$ cat config.mk
export PLATFORM = sky130hd
export DESIGN_NAME = sd_cmd_sequencer
export DESIGN_NICKNAME = d
export VERILOG_FILES = /design/src/rtl/sd_pkg.sv /design/src/rtl/sd_crc7.sv /design/src/rtl/sd_cmd_sequencer.sv
export SDC_FILE = /design/constraint.sdc
export NUM_CORES = 1
export LEC_CHECK = 0
export BUFFER_PORTS_ARGS = -buffer_cell sky130_fd_sc_hd__buf_2
export CAP_MARGIN = 40
export CORE_AREA = 2 2 139 87
export CTS_CLUSTER_SIZE = 24
export DETAILED_ROUTE_END_ITERATION = 16
export DIE_AREA = 0 0 141 89
export GPL_ROUTABILITY_DRIVEN = 1
export PLACE_DENSITY = 0.59
export SLEW_MARGIN = 40
export SYNTH_ARGS = -nofsm -noshare
export SYNTH_HDL_FRONTEND = slang
export SYNTH_SLANG_ARGS = --single-unit
$ cat constraint.sdc
create_clock -name spi_clk -period 6 [get_ports spi_clk]
set_input_delay 0.6 -clock spi_clk [delete_from_list [all_inputs] [get_ports spi_clk]]
set_output_delay 0.6 -clock spi_clk [all_outputs]
set_load 0.005 [all_outputs]
$ cat src/rtl/sd_pkg.sv
// Shared definitions for the SD-card SPI-mode command path: FSM encoding,
// frame/CRC constants, common command indices and the serial CRC7 step.
package sd_pkg;

  typedef enum logic [2:0] {
    IDLE    = 3'd0,
    CMD     = 3'd1,
    WAIT_R1 = 3'd2,
    RESP    = 3'd3,
    TRAIL   = 3'd4,
    DONE    = 3'd5
  } sd_state_e;

  localparam int         FRAME_BITS = 48;
  localparam logic [6:0] CRC7_POLY  = 7'h09;
  localparam logic [7:0] R1_TIMEOUT = 8'hFF;

  localparam logic [5:0] CMD0  = 6'd0;
  localparam logic [5:0] CMD8  = 6'd8;
  localparam logic [5:0] CMD17 = 6'd17;
  localparam logic [5:0] CMD55 = 6'd55;

  // One bit of x^7+x^3+1, MSB-first message order.
  function automatic logic [6:0] crc7_step(input logic [6:0] crc, input logic din);
    logic fb;
    fb = din ^ crc[6];
    crc7_step = {crc[5:0], 1'b0} ^ (fb ? CRC7_POLY : 7'h00);
  endfunction

endpackage

$ cat src/rtl/sd_crc7.sv
// Serial CRC7 accumulator; synchronous clear takes priority over enable.
module sd_crc7
  import sd_pkg::*;
(
  input  logic       clk,
  input  logic       clr,
  input  logic       en,
  input  logic       din,
  output logic [6:0] crc
);

  logic [6:0] crc_r;

  // CRC register: clear, advance by one message bit, or hold.
  always_ff @(posedge clk) begin
    if (clr) begin
      crc_r <= 7'h00;
    end else if (en) begin
      crc_r <= crc7_step(crc_r, din);
    end else begin
      crc_r <= crc_r;
    end
  end

  assign crc = crc_r;

endmodule

$ cat src/rtl/sd_cmd_sequencer.sv
// One SPI-mode SD command transaction: frame out on mosi, hunt and capture
// the R1 byte on miso, trailing clocks, then a one-cycle done pulse.
module sd_cmd_sequencer
  import sd_pkg::*;
#(
  parameter int NCR_MAX    = 8,
  parameter int TRAIL_BITS = 8
) (
  input  logic        spi_clk,
  input  logic        reset,
  input  logic        start,
  input  logic [5:0]  cmd_index,
  input  logic [31:0] cmd_arg,
  input  logic        miso,
  output logic        mosi,
  output logic        cs_n,
  output logic        busy,
  output logic        done,
  output logic [7:0]  r1,
  output logic        timeout,
  output logic [6:0]  crc7
);

  localparam int                 WAIT_W     = $clog2(NCR_MAX * 8 + 1);
  localparam int                 TRAIL_W    = $clog2(TRAIL_BITS + 1);
  localparam logic [WAIT_W-1:0]  WAIT_LAST  = WAIT_W'(NCR_MAX * 8 - 1);
  localparam logic [TRAIL_W-1:0] TRAIL_LAST = TRAIL_W'(TRAIL_BITS - 1);
  localparam logic [5:0]         BIT_FIRST  = 6'(FRAME_BITS - 1);

  sd_state_e          state_r, state_s;
  logic [39:0]        hdr_r, hdr_s;
  logic [5:0]         bit_cnt_r, bit_cnt_s;
  logic [WAIT_W-1:0]  wait_cnt_r, wait_cnt_s;
  logic [TRAIL_W-1:0] trail_cnt_r, trail_cnt_s;
  logic [5:0]         shift_r, shift_s;
  logic [7:0]         r1_r, r1_s;
  logic               timeout_r, timeout_s;
  logic               mosi_r, mosi_s;
  logic               cs_n_r, busy_r, done_r;

  logic [5:0] next_idx_s;
  logic [5:0] hdr_idx_s;
  logic [2:0] crc_idx_s;
  logic       frame_bit_s;
  logic       crc_clr_s;
  logic       crc_en_s;
  logic [6:0] crc_s;

  // The frame is never stored whole: header bits come from hdr_r and the
  // CRC field is read straight from the accumulator, which finishes with
  // frame[8] on the same edge that frame[8] is loaded into mosi.
  always_comb begin
    next_idx_s = bit_cnt_r - 6'd1;
    hdr_idx_s  = next_idx_s - 6'd8;
    crc_idx_s  = next_idx_s[2:0] - 3'd1;
    if (next_idx_s >= 6'd8) begin
      frame_bit_s = hdr_r[hdr_idx_s];
    end else if (next_idx_s != 6'd0) begin
      frame_bit_s = crc_s[crc_idx_s];
    end else begin
      frame_bit_s = 1'b1;
    end
  end

  sd_crc7 u_crc7 (
    .clk (spi_clk),
    .clr (crc_clr_s),
    .en  (crc_en_s),
    .din (frame_bit_s),
    .crc (crc_s)
  );

  // Next-state and datapath decode for every FSM state.
  always_comb begin
    state_s     = state_r;
    hdr_s       = hdr_r;
    bit_cnt_s   = bit_cnt_r;
    wait_cnt_s  = wait_cnt_r;
    trail_cnt_s = trail_cnt_r;
    shift_s     = shift_r;
    r1_s        = r1_r;
    timeout_s   = timeout_r;
    mosi_s      = 1'b1;
    crc_clr_s   = reset;
    crc_en_s    = 1'b0;
    case (state_r)
      IDLE: begin
        if (start) begin
          state_s   = CMD;
          hdr_s     = {2'b01, cmd_index, cmd_arg};
          timeout_s = 1'b0;
          bit_cnt_s = BIT_FIRST;
          mosi_s    = 1'b0;
          crc_clr_s = 1'b1;
        end else begin
          state_s = IDLE;
        end
      end
      CMD: begin
        if (bit_cnt_r == 6'd0) begin
          state_s    = WAIT_R1;
          wait_cnt_s = '0;
        end else begin
          bit_cnt_s = bit_cnt_r - 6'd1;
          mosi_s    = frame_bit_s;
          crc_en_s  = (next_idx_s >= 6'd8);
        end
      end
      WAIT_R1: begin
        if (!miso) begin
          state_s   = RESP;
          bit_cnt_s = 6'd6;
        end else if (wait_cnt_r == WAIT_LAST) begin
          state_s     = TRAIL;
          r1_s        = R1_TIMEOUT;
          timeout_s   = 1'b1;
          trail_cnt_s = TRAIL_LAST;
        end else begin
          wait_cnt_s = wait_cnt_r + WAIT_W'(1);
        end
      end
      RESP: begin
        shift_s = {shift_r[4:0], miso};
        if (bit_cnt_r == 6'd0) begin
          state_s     = TRAIL;
          r1_s        = {1'b0, shift_r, miso};
          trail_cnt_s = TRAIL_LAST;
        end else begin
          bit_cnt_s = bit_cnt_r - 6'd1;
        end
      end
      TRAIL: begin
        if (trail_cnt_r == '0) begin
          state_s = DONE;
        end else begin
          trail_cnt_s = trail_cnt_r - TRAIL_W'(1);
        end
      end
      DONE: begin
        state_s = IDLE;
      end
      default: begin
        state_s = IDLE;
      end
    endcase
  end

  // State, counters and registered pin/status outputs.
  always_ff @(posedge spi_clk) begin
    if (reset) begin
      state_r     <= IDLE;
      hdr_r       <= 40'h0;
      bit_cnt_r   <= 6'd0;
      wait_cnt_r  <= '0;
      trail_cnt_r <= '0;
      shift_r     <= 6'd0;
      r1_r        <= R1_TIMEOUT;
      timeout_r   <= 1'b0;
      mosi_r      <= 1'b1;
      cs_n_r      <= 1'b1;
      busy_r      <= 1'b0;
      done_r      <= 1'b0;
    end else begin
      state_r     <= state_s;
      hdr_r       <= hdr_s;
      bit_cnt_r   <= bit_cnt_s;
      wait_cnt_r  <= wait_cnt_s;
      trail_cnt_r <= trail_cnt_s;
      shift_r     <= shift_s;
      r1_r        <= r1_s;
      timeout_r   <= timeout_s;
      mosi_r      <= mosi_s;
      cs_n_r      <= (state_s == IDLE) || (state_s == DONE);
      busy_r      <= (state_s != IDLE);
      done_r      <= (state_s == DONE);
    end
  end

  assign mosi    = mosi_r;
  assign cs_n    = cs_n_r;
  assign busy    = busy_r;
  assign done    = done_r;
  assign r1      = r1_r;
  assign timeout = timeout_r;
  assign crc7    = crc_s;

endmodule

Word level (Yosys, flattened, before mapping) --
Cells that the tools add are included.
Operators by class: $add $sub $neg 5, order comparisons 3, equal/unequal tests 15, mux-type cells 42, bitwise gates (word level) 2, reduce and logical (&&, ||, !) cells 19
Operator list (count):
- $mux 8 | 3
- $mux 7 | 3
- $mux 4 | 5
- $mux 6 | 3
- $ne 2x2->1 const B | 9
- $pmux 6 s3 | 1
- $pmux 8 s2 | 1
- $reduce_and 4->1 | 4
- $mux 3 | 5
- $pmux 3 s5 | 1
- $mux 1 | 14
- $pmux 7 s2 | 1
- $pmux 4 s3 | 1
- $reduce_bool 3->1 | 3
- $add 7x1->7 const B | 1
- $eq 7x6->1 const B | 1
- $lt 6x7->1 const B | 1
- $xor 7x7->7 | 1
- $bmux 1 s6 | 1
- $eq 3x2->1 const B | 2
- $eq 3x3->1 const B | 2
- $ge 6x4->1 const B | 1
- $logic_not 3->1 | 2
- $logic_not 6->1 | 1
- other kinds (16) | 19
Word-level totals: bits in registers 85, bits of input ports 42, output and inout port bits 20, logic and storage cells 99

Longest topological paths before layout --
depth after elaboration 9, mapped depth 14, gate-level depth less buffers 11

By module --
From an unflattened synthesis, not the netlist that was laid out.
Unflattened totals: cells, all modules 445, area, all modules 3876.2 um^2
By module, submodules not included:
- sd_cmd_sequencer | instances 1, cells an instance 419, area an instance 3607.2 um^2, sequential area each 1561.5 um^2
- sd_crc7 | instances 1, cells an instance 26, area an instance 269.0 um^2, sequential area each 140.1 um^2

Least setup slack after synthesis --
Ideal clock, no wire load.
path kind register -> register, from reg bit_cnt_r[0], to reg u_crc7.crc_r[3] (netlist: u_crc7.crc[3]), library setup time 0.154 ns, arrival 2.915 ns, required time 5.846 ns, path slack 2.932 ns, cell stages (with the launch flop) 15, buffers on the path 3, clock period less this slack 3.068 ns, cells stage by stage dfxtp_1 > buf_6 > buf_2 > inv_1 > ha_1 > clkbuf_2 > nand2b_1 > nor2_1 > xnor2_1 > ha_1 > and4_1 > or4_1 > o211ai_2 > xnor2_1 > a211oi_2
On the way: cells in the longest elaborated chain, start to end 9, elaborated cells on any way between the ends 17, those cells by class 3 x add/sub; 1 x order compare; 9 x mux; 2 x bitwise; 2 x reduce/logical
Ends and longest elaborated chain:
- start: declaration | line sd_cmd_sequencer.sv:32 | logic [5:0] bit_cnt_r, bit_cnt_s;
- start signal: assignment | line sd_cmd_sequencer.sv:166 | bit_cnt_r <= bit_cnt_s;
- parallel branches: the longest is 9 deep, another holds $sub 6x1->6
- end signal: assignment | line sd_crc7.sv:19 | crc_r <= crc7_step(crc_r, din);
- end signal: assignment | line sd_crc7.sv:21 | crc_r <= crc_r;
- end: declaration | line sd_crc7.sv:12 | logic [6:0] crc_r;
Parallel ways; which one is timed is not known. The select of a mux whose other input is x is not followed. A chain may end at the register's enable or synchronous reset.

Worst setup path after layout --
Same ends and word-level chain as after synthesis.

==> impl_metrics.toml <==
[status]
outcome = "finished clean"

[clock_network]
numCtsBuffers = 9
clkTransAtPathRegs_ns = 0.07
clock_path_buffers = 2
clk_latency_ns = 0.34
cts_sinks = 85
cts_htree_levels = 3
cts.repair.resized = 0
cts_tree = "done"
root_buffer = "clkbuf_16"
post_cts_buffers = 0
hold_buffers = 0

[setup_path]
timing.rr.start = "bit_cnt_r[0]"
rr_worst_depth = 11
cp-start-kind = "register"
critPathMaxFanout = 22
arrival_ns = 3.57
endpoint_kind = "register"
path_class = "reg -> reg"
critical_path.startpoint = "bit_cnt_r[0]"
crit-reg2reg-capture = "u_crc7.crc[3]"
ff2ff_setup_slack_ns = 2.69
worst-endpoint-required_ns = 6.26

[grt]
grtUsageTotal = 0.152
grt_pass1_vias = 3003
overflow = 0
grt_pass1_wl_mm = 15.0
grt_max_degree = 71
antenna_found_initial = 0

[timing]
fin_crit_ns = 3.31
fin_skew_ns = 0.00692
setup_viol = 0
worst_pin_slew_ns = 0.786
clock.fmax_ghz = 0.302
fin_ws_ns = 2.69
hold_viol = 0
slew_headroom = 0.476
whs_ns = 0.454
rsz0062_at_grt = "false"
finalCritPeriodShare = 0.551
finalMaxSlewViolations = 0
fin_tns_setup_ns = 0

[layout]
fin_nets = 553
antenna_cells = 0
fin_cells = 654
seqCellArea_mm2 = 0.00170
final_common_cell = "nand2_1"
areaGrowthSynthToFinish_pct = 18.5
most-common-layout-cells = "104 x nand2_1, 84 x dfxtp_1, 61 x buf_2, 54 x a21oi_1, 36 x nor2_1"
n_fill_cell = 1090
multi_input_area_mm2 = 0.00211
drive_above_1_share = 0.194

[min_path]
whs_path_depth = 2
hold_path.class = "reg -> reg"
holdCritStartpoint = "hdr_r[5]"
holdPathEnd = "hdr_r[5]"

[yosys]
syn_nets = 509
ys_seq_area_frac = 0.430
yosysWarnings = 0
synth_cell_types = 54
synth_area_mm2 = 0.00396
postSynthAreaPerCell_um2 = 8.58
synth_seq_cells = 85
netlist_instances = 461

[routing]
drtIter0Drc = 165
dr.pass1.iters = 4
viasPerCell = 4.98
wire_per_inst_um = 14.0
num_vias = 3256
drc = 0
antenna_left = 0
totalWireLength_mm = 9.16

[floorplanning]
dieArea_mm2 = 0.0125
initial_core_util = 0.355
rows = 30
io_pins = 62
chipHeight_um = 89
coreArea_mm2 = 0.0111
die_x_um = 141

[run]
maxCapViolCount = 0

[pwr]
leakage_nw = 1.82
peakVddDrop_mv = 0.187
power_density_mw_per_mm2 = 357

[placed_design]
gp_congestion = 0.821
placed_cells = 638
place_ws_ns = 2.72
dp_hpwl_mm = 6.40
port_buffers = 61
==> worst max-delay path: stages (launching register included) <==
cell	delay (ns)
dfxtp_2	0.68
inv_1	0.10
ha_1	0.33
nand2b_1	0.19
nor2_1	0.10
xnor2_1	0.15
ha_1	0.34
and4_1	0.17
or4_1	0.62
o211ai_2	0.22
xnor2_1	0.11
a211oi_2	0.22
==> layout make-up <==
cell class,count,area share
tap,144,0.0384
clock inverter,5,0.0189
sequential,85,0.363
clock buffer,11,0.0539
multi-input combinational,339,0.451
timing repair buffer,64,0.0699
inverter,6,0.00480
==> cell usage after synthesis, drive strengths merged <==
cell type,count,area (um^2)
mux2,2,22.5
inv,6,22.5
nand3,11,55.1
o211ai,2,20.0
nor3b,6,45.0
a311oi,2,17.5
xnor2,8,77.6
nand2,104,390
a221oi,1,8.76
nor3,8,56.3
or3,4,25.0
nor2b,7,43.8
a31oi,2,12.5
nor4b,1,8.76
nand4,4,25.0
a2111oi,3,45.1
mux2i,9,90.1
a32oi,1,8.76
xor2,8,77.6
or4,1,7.51
nand3b,3,22.5
or2,2,12.5
a211o,1,8.76
nand2b,11,68.8
mux4,10,251
o21ai,6,30.0
a21oi,55,279
and4,2,17.5
ha,6,75.1
and2,4,25.0
a22o,1,8.76
nor2,36,135
o22a,1,8.76
and3,1,6.26
o22ai,7,43.8
nor4,2,12.5
clkbuf,23,87.6
buf,8,45.0
dfxtp,85,1700
a211oi,6,50.1
a21o,1,7.51
==> kinds of logic after synthesis <==
family / Yosys count / share of synthesized area
AO/OA/AOI/OAI: 89 / 0.139
adder cells (fa/ha/maj): 6 / 0.0190
multiplexers: 21 / 0.0920
XOR/XNOR: 16 / 0.0392
flip-flops: 85 / 0.430
buffers and inverters: 37 / 0.0392
AND/OR/NAND/NOR: 207 / 0.242
==> how the worst max path moves through the flow <==
stage / end / slack, ns / cells after the start
3_3_place_gp: u_crc7.crc[3] / 2.51 / 11
2_1_floorplan: u_crc7.crc[3] / 2.93 / 14
3_5_place_dp: u_crc7.crc[3] / 2.72 / 11
5_1_grt: u_crc7.crc[3] / 2.45 / 11
4_1_cts: u_crc7.crc[3] / 2.69 / 11
6_report: u_crc7.crc[3] / 2.69 / 11
==> sequential cells by signal (all words and copies together), names as in the netlist, 3 cells and up <==
| name | count |
|---|---|
| u_crc7.crc | 7 |
| wait_cnt_r | 7 |
| trail_cnt_r | 4 |
| shift_r | 6 |
| bit_cnt_r | 6 |
| r1 | 8 |
| state_r | 3 |
| hdr_r | 39 |
==> metrics by stage <==
stage,total power (W),cell area (um^2),utilization
2_1_floorplan,0.000966,3960,-
3_3_place_gp,0.00105,4340,0.389
3_5_place_dp,0.00106,4350,0.390
4_1_cts,0.00169,4690,0.421
5_1_grt,0.00177,4690,0.421
6_report,0.00168,4690,0.421
==> metal layers <==
layer	track usage	share of wire	routed length [um]	up-vias
li1	-	-	-	1685
met1	0.223	0.54	4960	1493
met2	0.210	0.40	3640	74
met3	0.0487	0.053	484	4
met4	0.0518	0.0076	70	0
met5	0	0	0	-
==> report_power, final <==
part / switching [W] / internal [W]
registers: 0.0000522 / 0.000604
clock network: 0.000235 / 0.000393
logic: 0.000218 / 0.000173
(Power assumes the default switching activity.)
